--- src/rtl/rob_alloc_commit_ctrl_pkg.sv ---
`default_nettype none
// +----------------------------------------------------------------------------+
// | Module : rob_pkg                                                           |
// | Brief  : Shared types and sizing for the ROB allocate/commit sequencer.    |
// |          rob_entry_t  - per-entry bookkeeping {valid,done,exc,writes_rd,rd}|
// |          rob_state_e  - sequencer state {RUN, FLUSH}                       |
// |          ROB_ENTRIES  - number of ROB slots (2**ROB_ENTRY_WIDTH)           |
// |          Widths default from `ARCH_REG_INDEX_SIZE / `ROB_ENTRY_WIDTH.      |
// | Rev    : 1.0  initial release                                              |
// +----------------------------------------------------------------------------+

`ifndef ARCH_REG_INDEX_SIZE
`define ARCH_REG_INDEX_SIZE 5
`endif

`ifndef ROB_ENTRY_WIDTH
`define ROB_ENTRY_WIDTH 3
`endif

package rob_pkg;

    localparam int DEF_ARCH_REG_INDEX_SIZE = `ARCH_REG_INDEX_SIZE;
    localparam int DEF_ROB_ENTRY_WIDTH     = `ROB_ENTRY_WIDTH;
    localparam int ROB_ENTRIES             = 2 ** DEF_ROB_ENTRY_WIDTH;

    // The entry record is sized from the package widths; the controller's
    // parameters must be left at (or set equal to) these values.
    typedef struct packed {
        logic                               valid;
        logic                               done;
        logic                               exc;
        logic                               writes_rd;
        logic [DEF_ARCH_REG_INDEX_SIZE-1:0] rd;
    } rob_entry_t;

    typedef enum logic [0:0] {
        RUN   = 1'b0,
        FLUSH = 1'b1
    } rob_state_e;

endpackage

`default_nettype wire

--- src/rtl/rob_alloc_commit_ctrl_if.sv ---
`default_nettype none
// +----------------------------------------------------------------------------+
// | Module : rob_alloc_commit_ctrl_if                                          |
// | Brief  : Bundle of dispatch, rename, writeback, commit and status signals  |
// |          of the ROB sequencer.                                             |
// |          master - the sequencer side (drives ready/rename/commit/flush)    |
// |          slave  - the dispatch/execute/table side                          |
// |          ROB_PERF_CNT_EN adds perf_commits / perf_full_stalls.             |
// | Rev    : 1.0  initial release                                              |
// +----------------------------------------------------------------------------+

interface rob_alloc_commit_ctrl_if #(
    parameter int ARCH_REG_INDEX_SIZE = 5,
    parameter int ROB_ENTRY_WIDTH     = 3
);
    // dispatch
    logic                           disp_valid;
    logic                           disp_ready;
    logic                           disp_writes_rd;
    logic [ARCH_REG_INDEX_SIZE-1:0] disp_rd;
    logic [ROB_ENTRY_WIDTH-1:0]     disp_rob_id;
    // rename port of the table
    logic                           ren_renaming_reg;
    logic [ARCH_REG_INDEX_SIZE-1:0] ren_rd;
    logic [ROB_ENTRY_WIDTH-1:0]     ren_rob_id;
    // writeback
    logic                           wb_valid;
    logic [ROB_ENTRY_WIDTH-1:0]     wb_rob_id;
    logic                           wb_exception;
    // commit port of the table
    logic                           commit;
    logic [ARCH_REG_INDEX_SIZE-1:0] commit_rd;
    logic [ROB_ENTRY_WIDTH-1:0]     commit_rob_id;
    logic                           commit_exception;
    logic                           flush;
    // status
    logic [ROB_ENTRY_WIDTH:0]       rob_count;
    logic                           rob_empty;
    logic                           rob_full;
`ifdef ROB_PERF_CNT_EN
    logic [31:0]                    perf_commits;
    logic [31:0]                    perf_full_stalls;
`endif

`ifdef ROB_PERF_CNT_EN
    modport master (
        input  disp_valid, disp_writes_rd, disp_rd, wb_valid, wb_rob_id, wb_exception,
        output disp_ready, disp_rob_id, ren_renaming_reg, ren_rd, ren_rob_id,
               commit, commit_rd, commit_rob_id, commit_exception, flush,
               rob_count, rob_empty, rob_full, perf_commits, perf_full_stalls
    );
    modport slave (
        output disp_valid, disp_writes_rd, disp_rd, wb_valid, wb_rob_id, wb_exception,
        input  disp_ready, disp_rob_id, ren_renaming_reg, ren_rd, ren_rob_id,
               commit, commit_rd, commit_rob_id, commit_exception, flush,
               rob_count, rob_empty, rob_full, perf_commits, perf_full_stalls
    );
`else
    modport master (
        input  disp_valid, disp_writes_rd, disp_rd, wb_valid, wb_rob_id, wb_exception,
        output disp_ready, disp_rob_id, ren_renaming_reg, ren_rd, ren_rob_id,
               commit, commit_rd, commit_rob_id, commit_exception, flush,
               rob_count, rob_empty, rob_full
    );
    modport slave (
        output disp_valid, disp_writes_rd, disp_rd, wb_valid, wb_rob_id, wb_exception,
        input  disp_ready, disp_rob_id, ren_renaming_reg, ren_rd, ren_rob_id,
               commit, commit_rd, commit_rob_id, commit_exception, flush,
               rob_count, rob_empty, rob_full
    );
`endif

endinterface

`default_nettype wire

--- src/rtl/rob_alloc_commit_ctrl_ptr.sv ---
`default_nettype none
// +----------------------------------------------------------------------------+
// | Module : rob_ptr                                                           |
// | Brief  : Wrapping WIDTH-bit ROB pointer. clear has priority over inc.      |
// |          Ports: clk, reset (async, active-high), inc, clear, ptr.          |
// | Rev    : 1.0  initial release                                              |
// +----------------------------------------------------------------------------+

module rob_ptr #(
    parameter int WIDTH = 3
) (
    input  wire logic             clk,
    input  wire logic             reset,
    input  wire logic             inc,
    input  wire logic             clear,
    output logic [WIDTH-1:0]      ptr
);

    // Natural binary wrap gives the modulo-ROB_ENTRIES behaviour for free.
    always_ff @(posedge clk or posedge reset) begin
        if (reset) begin
            ptr <= '0;
        end else if (clear) begin
            ptr <= '0;
        end else if (inc) begin
            ptr <= ptr + WIDTH'(1);
        end
    end

endmodule

`default_nettype wire

--- src/rtl/rob_alloc_commit_ctrl.sv ---
`default_nettype none
// +----------------------------------------------------------------------------+
// | Module : rob_alloc_commit_ctrl                                             |
// | Brief  : ROB sequencer between dispatch and the rename table. Allocates    |
// |          ids in order at the tail, records completion from writeback, and  |
// |          retires the head in program order. An excepting head produces one |
// |          commit_exception cycle followed by a one-cycle flush that clears  |
// |          all in-flight state.                                              |
// |          Ports: clk, reset (async, active-high), bus (master modport):     |
// |            dispatch  disp_valid/ready/writes_rd/rd/rob_id                  |
// |            rename    ren_renaming_reg/rd/rob_id                            |
// |            writeback wb_valid/rob_id/exception                             |
// |            commit    commit/commit_rd/commit_rob_id/commit_exception/flush |
// |            status    rob_count/rob_empty/rob_full                          |
// |          ROB_PERF_CNT_EN: adds saturating perf_commits, perf_full_stalls.  |
// | Rev    : 1.0  initial release                                              |
// +----------------------------------------------------------------------------+

module rob_alloc_commit_ctrl
    import rob_pkg::*;
#(
    parameter int ARCH_REG_INDEX_SIZE = DEF_ARCH_REG_INDEX_SIZE,
    parameter int ROB_ENTRY_WIDTH     = DEF_ROB_ENTRY_WIDTH
) (
    input  wire logic                clk,
    input  wire logic                reset,
    rob_alloc_commit_ctrl_if.master  bus
);

    localparam int                     ENTRIES    = 2 ** ROB_ENTRY_WIDTH;
    localparam logic [ROB_ENTRY_WIDTH:0] FULL_COUNT = ENTRIES[ROB_ENTRY_WIDTH:0];
    localparam logic [ROB_ENTRY_WIDTH:0] COUNT_ONE  = {{ROB_ENTRY_WIDTH{1'b0}}, 1'b1};

    rob_entry_t                   entries [ENTRIES];
    rob_entry_t                   head_entry;
    rob_state_e                   state;
    rob_state_e                   state_next;

    logic [ROB_ENTRY_WIDTH-1:0]   head;
    logic [ROB_ENTRY_WIDTH-1:0]   tail;
    logic [ROB_ENTRY_WIDTH:0]     count;

    logic                         full;
    logic                         empty;
    logic                         ready;
    logic                         transfer;
    logic                         do_commit;
    logic                         head_exc;
    logic                         flushing;

    // ------------------------------------------------------------------
    // Pointers
    // ------------------------------------------------------------------
    rob_ptr #(.WIDTH(ROB_ENTRY_WIDTH)) u_head_ptr (
        .clk   (clk),
        .reset (reset),
        .inc   (do_commit),
        .clear (flushing),
        .ptr   (head)
    );

    rob_ptr #(.WIDTH(ROB_ENTRY_WIDTH)) u_tail_ptr (
        .clk   (clk),
        .reset (reset),
        .inc   (transfer),
        .clear (flushing),
        .ptr   (tail)
    );

    assign head_entry = entries[head];
    assign full       = (count == FULL_COUNT);
    assign empty      = (count == '0);

    // ------------------------------------------------------------------
    // Sequencer FSM
    // ------------------------------------------------------------------
    always_ff @(posedge clk or posedge reset) begin
        if (reset) begin
            state <= RUN;
        end else begin
            state <= state_next;
        end
    end

    // Commit/exception decisions come only from the registered head entry,
    // so a writeback can retire at the earliest on the following cycle.
    // Ready is withheld when full even if the head retires this cycle: the
    // freed slot is only reusable on the next cycle.
    always_comb begin
        state_next = state;
        do_commit  = 1'b0;
        head_exc   = 1'b0;
        flushing   = 1'b0;
        ready      = 1'b0;
        case (state)
            RUN: begin
                head_exc  = head_entry.valid & head_entry.done & head_entry.exc;
                do_commit = head_entry.valid & head_entry.done & ~head_entry.exc;
                ready     = ~full & ~head_exc;
                if (head_exc) begin
                    state_next = FLUSH;
                end
            end
            FLUSH: begin
                flushing   = 1'b1;
                state_next = RUN;
            end
            default: begin
                state_next = RUN;
            end
        endcase
    end

    assign transfer = bus.disp_valid & ready;

    // ------------------------------------------------------------------
    // Entry storage
    // ------------------------------------------------------------------
    // Writeback validity is judged on the registered valid bit, so a
    // writeback aimed at the slot being allocated this cycle is dropped and
    // the allocation wins. Commit and dispatch never target the same slot:
    // equal pointers mean empty (no commit) or full (no dispatch).
    always_ff @(posedge clk or posedge reset) begin
        if (reset) begin
            for (int i = 0; i < ENTRIES; i++) begin
                entries[i] <= '0;
            end
        end else if (flushing) begin
            for (int i = 0; i < ENTRIES; i++) begin
                entries[i] <= '0;
            end
        end else begin
            if (bus.wb_valid && entries[bus.wb_rob_id].valid) begin
                entries[bus.wb_rob_id].done <= 1'b1;
                entries[bus.wb_rob_id].exc  <= bus.wb_exception;
            end
            if (do_commit) begin
                entries[head].valid <= 1'b0;
            end
            if (transfer) begin
                entries[tail] <= '{valid:     1'b1,
                                   done:      1'b0,
                                   exc:       1'b0,
                                   writes_rd: bus.disp_writes_rd,
                                   rd:        bus.disp_rd};
            end
        end
    end

    // ------------------------------------------------------------------
    // Occupancy
    // ------------------------------------------------------------------
    always_ff @(posedge clk or posedge reset) begin
        if (reset) begin
            count <= '0;
        end else if (flushing) begin
            count <= '0;
        end else begin
            case ({transfer, do_commit})
                2'b10:   count <= count + COUNT_ONE;
                2'b01:   count <= count - COUNT_ONE;
                default: count <= count;
            endcase
        end
    end

    // ------------------------------------------------------------------
    // Optional performance counters (saturating, survive flush)
    // ------------------------------------------------------------------
`ifdef ROB_PERF_CNT_EN
    logic [31:0] perf_commits;
    logic [31:0] perf_full_stalls;

    always_ff @(posedge clk or posedge reset) begin
        if (reset) begin
            perf_commits     <= '0;
            perf_full_stalls <= '0;
        end else begin
            if (do_commit && (perf_commits != '1)) begin
                perf_commits <= perf_commits + 32'd1;
            end
            if (bus.disp_valid && full && (perf_full_stalls != '1)) begin
                perf_full_stalls <= perf_full_stalls + 32'd1;
            end
        end
    end

    assign bus.perf_commits     = perf_commits;
    assign bus.perf_full_stalls = perf_full_stalls;
`endif

    // ------------------------------------------------------------------
    // Outputs
    // ------------------------------------------------------------------
    assign bus.disp_ready       = ready;
    assign bus.disp_rob_id      = tail;
    // r0 is hard-wired, so writes to it never create a rename.
    assign bus.ren_renaming_reg = transfer & bus.disp_writes_rd & (bus.disp_rd != '0);
    assign bus.ren_rd           = bus.disp_rd;
    assign bus.ren_rob_id       = tail;
    assign bus.commit           = do_commit;
    assign bus.commit_rd        = head_entry.writes_rd ? head_entry.rd : '0;
    assign bus.commit_rob_id    = head;
    assign bus.commit_exception = head_exc;
    assign bus.flush            = flushing;
    assign bus.rob_count        = count;
    assign bus.rob_empty        = empty;
    assign bus.rob_full         = full;

endmodule

`default_nettype wire
--- src/flat_wrapper.sv ---
// flat-port wrapper written by rule: the top's interface ports become plain ports
module rob_alloc_commit_ctrl_flat import rob_pkg::*;
#(
    parameter int ARCH_REG_INDEX_SIZE = DEF_ARCH_REG_INDEX_SIZE,
    parameter int ROB_ENTRY_WIDTH     = DEF_ROB_ENTRY_WIDTH
)
  (clk, reset, bus_disp_valid, bus_disp_writes_rd, bus_disp_rd, bus_wb_valid, bus_wb_rob_id, bus_wb_exception, bus_disp_ready, bus_disp_rob_id, bus_ren_renaming_reg, bus_ren_rd, bus_ren_rob_id, bus_commit, bus_commit_rd, bus_commit_rob_id, bus_commit_exception, bus_flush, bus_rob_count, bus_rob_empty, bus_rob_full);
  rob_alloc_commit_ctrl_if #(.ARCH_REG_INDEX_SIZE(ARCH_REG_INDEX_SIZE), .ROB_ENTRY_WIDTH(ROB_ENTRY_WIDTH)) bus_i ();
  input  wire logic clk;
  input  wire logic reset;
  input wire logic [$bits(bus_i.disp_valid)-1:0] bus_disp_valid;
  input wire logic [$bits(bus_i.disp_writes_rd)-1:0] bus_disp_writes_rd;
  input wire logic [$bits(bus_i.disp_rd)-1:0] bus_disp_rd;
  input wire logic [$bits(bus_i.wb_valid)-1:0] bus_wb_valid;
  input wire logic [$bits(bus_i.wb_rob_id)-1:0] bus_wb_rob_id;
  input wire logic [$bits(bus_i.wb_exception)-1:0] bus_wb_exception;
  output wire logic [$bits(bus_i.disp_ready)-1:0] bus_disp_ready;
  output wire logic [$bits(bus_i.disp_rob_id)-1:0] bus_disp_rob_id;
  output wire logic [$bits(bus_i.ren_renaming_reg)-1:0] bus_ren_renaming_reg;
  output wire logic [$bits(bus_i.ren_rd)-1:0] bus_ren_rd;
  output wire logic [$bits(bus_i.ren_rob_id)-1:0] bus_ren_rob_id;
  output wire logic [$bits(bus_i.commit)-1:0] bus_commit;
  output wire logic [$bits(bus_i.commit_rd)-1:0] bus_commit_rd;
  output wire logic [$bits(bus_i.commit_rob_id)-1:0] bus_commit_rob_id;
  output wire logic [$bits(bus_i.commit_exception)-1:0] bus_commit_exception;
  output wire logic [$bits(bus_i.flush)-1:0] bus_flush;
  output wire logic [$bits(bus_i.rob_count)-1:0] bus_rob_count;
  output wire logic [$bits(bus_i.rob_empty)-1:0] bus_rob_empty;
  output wire logic [$bits(bus_i.rob_full)-1:0] bus_rob_full;
  assign bus_i.disp_valid = bus_disp_valid;
  assign bus_i.disp_writes_rd = bus_disp_writes_rd;
  assign bus_i.disp_rd = bus_disp_rd;
  assign bus_i.wb_valid = bus_wb_valid;
  assign bus_i.wb_rob_id = bus_wb_rob_id;
  assign bus_i.wb_exception = bus_wb_exception;
  assign bus_disp_ready = bus_i.disp_ready;
  assign bus_disp_rob_id = bus_i.disp_rob_id;
  assign bus_ren_renaming_reg = bus_i.ren_renaming_reg;
  assign bus_ren_rd = bus_i.ren_rd;
  assign bus_ren_rob_id = bus_i.ren_rob_id;
  assign bus_commit = bus_i.commit;
  assign bus_commit_rd = bus_i.commit_rd;
  assign bus_commit_rob_id = bus_i.commit_rob_id;
  assign bus_commit_exception = bus_i.commit_exception;
  assign bus_flush = bus_i.flush;
  assign bus_rob_count = bus_i.rob_count;
  assign bus_rob_empty = bus_i.rob_empty;
  assign bus_rob_full = bus_i.rob_full;
  rob_alloc_commit_ctrl #(.ARCH_REG_INDEX_SIZE(ARCH_REG_INDEX_SIZE), .ROB_ENTRY_WIDTH(ROB_ENTRY_WIDTH)) u_core (.clk(clk), .reset(reset), .bus(bus_i));
endmodule
--- config.mk ---
export PLATFORM = sky130hd
export DESIGN_NAME = rob_alloc_commit_ctrl_flat
export DESIGN_NICKNAME = d
export VERILOG_FILES = /design/src/rtl/rob_alloc_commit_ctrl_pkg.sv /design/src/rtl/rob_alloc_commit_ctrl_if.sv /design/src/rtl/rob_alloc_commit_ctrl_ptr.sv /design/src/rtl/rob_alloc_commit_ctrl.sv /design/src/flat_wrapper.sv
export SDC_FILE = /design/constraint.sdc
export NUM_CORES = 1
export LEC_CHECK = 0
export ABC_AREA = 1
export BUFFER_PORTS_ARGS = -buffer_cell sky130_fd_sc_hd__buf_2
export CAP_MARGIN = 20
export CELL_PAD_IN_SITES_DETAIL_PLACEMENT = 1
export CELL_PAD_IN_SITES_GLOBAL_PLACEMENT = 2
export CORE_ASPECT_RATIO = 0.7
export CORE_UTILIZATION = 37
export DETAILED_ROUTE_END_ITERATION = 10
export GPL_ROUTABILITY_DRIVEN = 0
export PLACE_DENSITY_LB_ADDON = 0.1
export SYNTH_ARGS = -nofsm -noshare
export SYNTH_HDL_FRONTEND = slang
export SYNTH_SLANG_ARGS = --single-unit
export TNS_END_PERCENT = 10
--- constraint.sdc ---
create_clock -name clk -period 7.1 [get_ports clk]
set_input_delay 0.71 -clock clk [delete_from_list [all_inputs] [get_ports clk]]
set_output_delay 0.71 -clock clk [all_outputs]
set_load 0.03 [all_outputs]
==> results.sh, run 1 <==
export IMPL_clkSinkCount=83
export IMPL_die_w_um=140
export IMPL_internal_power_mw=1.37
export IMPL_seq_area_um2=2080
export IMPL_crit_path_cell_trace="buf_4, inv_2, nand2_1, nand3_1, nand2_2, nor2_8, inv_2, nand3_4, nand3_4, a211oi_1, buf_2"
export IMPL_power_frac_seq_pct=30.9
export IMPL_status="complete, no violations"
export IMPL_yosys_area_share_simple_pct=38.2
export IMPL_synth_area_per_cell_um2=7.40
export IMPL_r2r_end="u_core.bus.rob_count[2]$_DFFE_PP0P_"
export IMPL_path_max_fanout=43
export IMPL_nFillCells=1597
export IMPL_crit_path_top_delay_cell="inv_2"
export IMPL_synth_top_area_share_pct=42.2
export IMPL_finalWirelength_mm=16.4
export IMPL_power_per_cell_area_nw_per_um2=500
export IMPL_finalSetupTns_ns=0
export IMPL_finClkSkew_ns=0.0132
export IMPL_relSlewSlack_pct=45.5
export IMPL_worst_slew_pin_slew_ns=0.818
export IMPL_grt_pass1_wl_mm=26.5
export IMPL_final_max_slew_viol_count=0
export IMPL_root_buffer="clkbuf_16"
export IMPL_coreArea_um2=12700
export IMPL_leakagePower_nw=2.92
export IMPL_r2r_slack_ns=3.61
export IMPL_ys_warn_count=0
export IMPL_numPlacedInstances=840
export IMPL_numCtsBuffers=9
export IMPL_worstReg2RegStart="u_core.u_head_ptr.ptr[0]$_DFFE_PP0P_"
export IMPL_multi_input_area_um2=2400
export IMPL_die_h_um=98.6
export IMPL_num_io_pins=44
export IMPL_first_iter_violations=304
export IMPL_p_sw_share_pct=49.8
export IMPL_yosysSeqAreaShare_pct=42.2
export IMPL_first_pass_iters=5
export IMPL_met2_length_mm=6.74
export IMPL_area_growth_synth_to_final_pct=11.2
export IMPL_grt_usage_pct=25.3
export IMPL_synth_area_um2=4930
export IMPL_grt_max_degree=67
export IMPL_fin_cells=856
export IMPL_end_kind="output pin"
export IMPL_startpoint_type="register"
export IMPL_syn_nets=686
export IMPL_ys_seq_elements=83
export IMPL_die_area_um2=13800
export IMPL_synthCells=666
export IMPL_htree_levels=3
export IMPL_grt_pass1_vias=4624
export IMPL_synth_compound_area_share_pct=8.02
export IMPL_power_total_mw=2.74
export IMPL_vias=4632
export IMPL_clk_insertion_delay_late_ns=0.35
export IMPL_min_period_ns=3.78
export IMPL_synth_area_leaders="dfrtp_1 (42%), nand2_1 (15%), nand3_1 (8.5%)"
export IMPL_rsz0062_at_grt="false"
export IMPL_cp_required_ns=6.39
export IMPL_slowest_delay_ns=0.54
export IMPL_hold_class="in -> async"
export IMPL_combinationalPowerShare_pct=51.0
export IMPL_path_class="reg -> out"
export IMPL_wl_per_cell_um=19.2
export IMPL_antenna_found_initial=0
export IMPL_cts_setup_buffers=0
export IMPL_hpwlAfterDp_mm=11.8
export IMPL_rows=34
export IMPL_max_freq_ghz=0.264
export IMPL_post_synth_top_area_cell="dfrtp_1"
export IMPL_synth_top_family_by_area="simple AND/OR/NAND/NOR gates"
export IMPL_cts_hold_fix_buffers=0
export IMPL_drc=0
export IMPL_pwr_share_clk_pct=18.1
export IMPL_drive_gt1_share_pct=14.1
export IMPL_gr_total_overflow=0
export IMPL_synth_cell_types=39
export IMPL_fin_crit_sh_pct=53.3
export IMPL_nets=709
export IMPL_power_switching_mw=1.36
export IMPL_routed_top_layer="met4"
export IMPL_rr_worst_depth=15
export IMPL_ctsResizeCount=0
export IMPL_met3WireLength_um=761
export IMPL_hold_viol_final=0
export IMPL_synth_xor_area_share_pct=0.889
export IMPL_yosys_area_share_adder_pct=1.52
export IMPL_crit_arrival_ns=3.07
export IMPL_cts_tree="done"
export IMPL_cts_buffer_depth=2
export IMPL_cts_reportedPaths_clkPinSlew_ns=0.07
export IMPL_cap_violations=0
export IMPL_ant_nets=0
export IMPL_start_util_pct=38.7
export IMPL_ir_drop_mv=0.303
export IMPL_viasPerCell=5.41
export IMPL_met1_length_mm=8.83
export IMPL_setup_violations=0
export IMPL_synth_mux_area_share_pct=0
export IMPL_io_buffers=43
export IMPL_n_antenna_cell=0
[Yosys cell counts, drive strengths merged]
cell,count
a211oi,1
a21oi,11
a41oi,5
buf,18
clkbuf,16
clkinv,4
dfrtp,83
ha,6
inv,62
nand2,204
nand3,87
nand3b,6
nand4,14
nor2,79
nor3,10
nor4,1
o211ai,1
o21a,5
o21ai,41
o21bai,1
o22ai,5
or2,1
xnor2,2
xor2,3
[worst max-delay path, delay by kind of cell (launching register included)]
family          cells  cell delay, ns
compound gates      1            0.26
flops               1            0.37
buf+inv             4            1.13
simple gates        6            0.95
[layer usage]
metal	vias to the layer above	track usage (%)
li1	2193	-
met1	2339	39.6
met2	89	35.2
met3	11	5.25
met4	0	5.07
met5	-	0
[through the flow]
stage / instance area [µm²] / setup WS [ns] / hold slack, ns / utilization, %
after floorplan: 4930 / 4.14 / 0.463 / -
after detailed placement: 5170 / 3.61 / 0.487 / 40.7
after CTS: 5480 / 3.29 / 0.350 / 43.1
final: 5480 / 3.32 / 0.342 / 43.1
after global routing: 5480 / 3.07 / 0.372 / 43.1
after global placement: 5170 / 3.85 / 0.481 / 40.7
[kinds of logic after synthesis]
logic type | count (synthesis)
AOI/OAI and AO/OA | 70
xor gates and xnor gates | 5
adders and majority gates | 6
buffers and inverters | 100
DFF | 83
and+or+nand+nor | 402
[area by class of cell]
type                    count  area share (%)
flip-flops and latches     83            37.9
repair buffers             46            4.34
well taps                 162            3.70
multi-input cells         483            43.8
inverters                  66            4.70
clock inverters             7            1.51
clock buffers               9            4.11
[sequential cells by signal, indices dropped and copies added (netlist names)]
register               flops
u_core.state               1
u_core.bus.rob_count       4
u_core.u_tail_ptr.ptr      3
u_core.entries            72
u_core.u_head_ptr.ptr      3
[placed cells by master, fill, tap and decap left out, drive strengths merged, types with 6 or more instances in the layout]
cell type / count
a21oi: 11
buf: 46
clkbuf: 9
dfrtp: 83
ha: 6
inv: 65
nand2: 204
nand3: 87
nand3b: 6
nand4: 14
nor2: 79
nor3: 10
o21ai: 41
[worst max path at each step]
stage | slack, ns | startpoint | endpoint
after CTS | 3.29 | u_core.u_head_ptr.ptr[0]$_DFFE_PP0P_ | bus_ren_renaming_reg
after global placement | 3.85 | u_core.u_head_ptr.ptr[0]$_DFFE_PP0P_ | u_core.bus.rob_count[3]$_DFFE_PP0P_
after floorplan | 4.14 | u_core.bus.rob_count[1]$_DFFE_PP0P_ | bus_ren_renaming_reg
final | 3.32 | u_core.u_head_ptr.ptr[0]$_DFFE_PP0P_ | bus_ren_renaming_reg
after global routing | 3.07 | u_core.u_head_ptr.ptr[0]$_DFFE_PP0P_ | bus_ren_renaming_reg
after detailed placement | 3.61 | u_core.u_head_ptr.ptr[0]$_DFFE_PP0P_ | u_core.bus.rob_count[2]$_DFFE_PP0P_
[power groups by stage]
| stage | logic, mW | clock network [mW] | registers (mW) |
|---|---|---|---|
| 6_report | 1.40 | 0.496 | 0.846 |
| 5_1_grt | 1.55 | 0.526 | 0.869 |
| 4_1_cts | 1.40 | 0.508 | 0.841 |
| 3_5_place_dp | 1.39 | 0 | 0.849 |
| 3_3_place_gp | 1.35 | 0 | 0.844 |
| 2_1_floorplan | 1.03 | 0 | 0.833 |
No activity file was read; power rests on OpenSTA's default activity.
==> inputs of run 2 (changes only) <==
CORE_UTILIZATION = 35   (was 37)
clock period = 3.6 ns   (was 7.1 ns; I/O delays follow)
==> run 2 against run 1 <==
Via count shrank 0.11%. Total power grew 96%. Sequential power grew 93%. First-iteration DRC count shrank 39%. Design area grew 0.80%. Critical endpoint unchanged.
==> results.sh, run 2 (synthesis results as in run 1) <==
export IMPL_gr_total_overflow=0
export IMPL_num_io_pins=44
export IMPL_finalWirelength_mm=16.6
export IMPL_hpwlAfterDp_mm=12.0
export IMPL_die_area_um2=14600
export IMPL_grtUsageMet1_pct=38.2
export IMPL_grt_usage_pct=24.7
export IMPL_grt_pass1_wl_mm=26.8
export IMPL_cp_required_ns=3.24
export IMPL_startpoint_type="register"
export IMPL_rows=35
export IMPL_rr_worst_depth=14
export IMPL_start_util_pct=36.6
export IMPL_relSlewSlack_pct=49.2
export IMPL_rsz0062_at_grt="false"
export IMPL_power_total_mw=5.36
export IMPL_coreArea_um2=13400
export IMPL_clk_insertion_delay_late_ns=0.35
export IMPL_cts_hold_fix_buffers=0
export IMPL_status="complete, no violations"
export IMPL_cp_endpoint="bus_ren_renaming_reg"
export IMPL_nets=714
export IMPL_wl_per_cell_um=18.7
export IMPL_min_period_ns=3.06
export IMPL_cts_reportedPaths_clkPinSlew_ns=0.07
export IMPL_grt_util_met2_pct=35.5
export IMPL_drive_gt1_share_pct=14.7
export IMPL_first_pass_iters=4
export IMPL_final_cell_mix="nand2_1 (199), nand3_1 (84), dfrtp_1 (83)"
export IMPL_fin_ws_ns=0.543
export IMPL_startpoint="u_core.u_head_ptr.ptr[0]$_DFFE_PP0P_"
export IMPL_area_growth_synth_to_final_pct=12.1
export IMPL_regMostFlops="u_core.entries"
export IMPL_r2r_slack_ns=0.59
export IMPL_pre_cts_slack_ns=0.573
export IMPL_cap_violations=0
export IMPL_fin_cells=884
export IMPL_die_w_um=144
export IMPL_cts_setup_buffers=0
export IMPL_finClkSkew_ns=0.0106
export IMPL_leakagePower_nw=2.93
export IMPL_ir_drop_mv=0.552
export IMPL_numCtsBuffers=9
export IMPL_final_common_cell="nand2_1"
export IMPL_viasPerCell=5.23
export IMPL_worst_slew_pin_slew_ns=0.762
export IMPL_setup_violations=0
export IMPL_n_antenna_cell=0
export IMPL_fin_crit_sh_pct=84.9
export IMPL_antenna_found_initial=0
export IMPL_use_met3_pct=4.44
export IMPL_max_freq_ghz=0.327
export IMPL_numPlacedInstances=868
export IMPL_clkSinkCount=83
export IMPL_path_max_fanout=42
export IMPL_largest_reg_flops=72
export IMPL_ant_nets=0
export IMPL_final_max_slew_viol_count=0
export IMPL_hold_class="in -> async"
export IMPL_end_kind="output pin"
export IMPL_cts_buffer_depth=2
export IMPL_crit_arrival_ns=2.70
export IMPL_grt_max_degree=67
export IMPL_first_iter_violations=186
export IMPL_r2r_end="u_core.bus.rob_count[2]$_DFFE_PP0P_"
export IMPL_vias=4627
export IMPL_die_h_um=101
export IMPL_grt_pass1_vias=4705
export IMPL_htree_levels=3
export IMPL_busiest_layer="met1"
export IMPL_path_class="reg -> out"
export IMPL_cts_tree="done"
export IMPL_ctsResizeCount=0
export IMPL_drc=0
export IMPL_nFillCells=1749
export IMPL_finalSetupTns_ns=0
export IMPL_power_per_cell_area_nw_per_um2=970
export IMPL_hold_viol_final=0
export IMPL_worstReg2RegStart="u_core.u_head_ptr.ptr[0]$_DFFE_PP0P_"
export IMPL_root_buffer="clkbuf_16"
export IMPL_io_buffers=43
## run 2: cell count changes in the layout (fill, tap and decap cells not counted)
cell and delta:
clkinv_2 +1, bufinv_16 -1, inv_6 -2, clkinv_4 +1, buf_4 +5, inv_8 +1
## run 2: cell type report
cell class                      count  area (µm²)  share of cell area [%]
Clock buffer                        9         225                    4.08
Clock inverter                      7        60.1                    1.09
Inverter                           66         258                    4.66
Multi-Input combinational cell    483        2400                    43.4
Sequential cell                    83        2080                    37.6
Tap cell                          185         231                    4.19
Timing Repair Buffer               51         275                    4.98
## run 2: critical path: stages, from the launching register on
cell	delay, ns
dfrtp_1	0.36
buf_4	0.42
nand2_1	0.11
nand3_1	0.13
nand2_2	0.10
nor2_8	0.19
inv_2	0.06
nand3_4	0.20
nand3_4	0.19
a211oi_1	0.29
buf_2	0.26
## run 2: layer usage
layer | wire [µm] | vias to the layer above
met3 | 727 | 12
met5 | 0 | -
li1 | - | 2207
met4 | 146 | 0
met2 | 6820 | 88
met1 | 8870 | 2320
## run 2: how the worst min path moves through the flow
| stage | cells after the start | from | slack [ns] | end |
|---|---|---|---|---|
| floorplan | 2 | u_core.entries[20]$_DFFE_PP0P_ | 0.46 | u_core.entries[20]$_DFFE_PP0P_ |
| global placement | 2 | reset | 0.41 | u_core.u_tail_ptr.ptr[1]$_DFFE_PP0P_ |
| detailed placement | 2 | reset | 0.42 | u_core.u_tail_ptr.ptr[1]$_DFFE_PP0P_ |
| CTS | 2 | reset | 0.04 | u_core.u_tail_ptr.ptr[1]$_DFFE_PP0P_ |
| global route | 2 | reset | 0.07 | u_core.entries[39]$_DFFE_PP0P_ |
| finish | 2 | reset | 0.04 | u_core.u_tail_ptr.ptr[1]$_DFFE_PP0P_ |
## run 2: per-stage QoR
stage | instance area [µm²] | hold slack (ns) | utilization, %
global route | 5530 | 0.0749 | 41.1
global placement | 5240 | 0.412 | 39.0
CTS | 5530 | 0.0365 | 41.1
finish | 5530 | 0.0376 | 41.1
detailed placement | 5240 | 0.421 | 39.0
floorplan | 4930 | 0.463 | -
## run 2: power breakdown
group / leakage (nW) / switching, mW / total, mW / internal, mW
Sequential: 1.07 / 0.278 / 1.63 / 1.35
Combinational: 1.73 / 1.98 / 2.82 / 0.835
Clock: 0.136 / 0.435 / 0.916 / 0.480
Total: 2.93 / 2.70 / 5.36 / 2.67
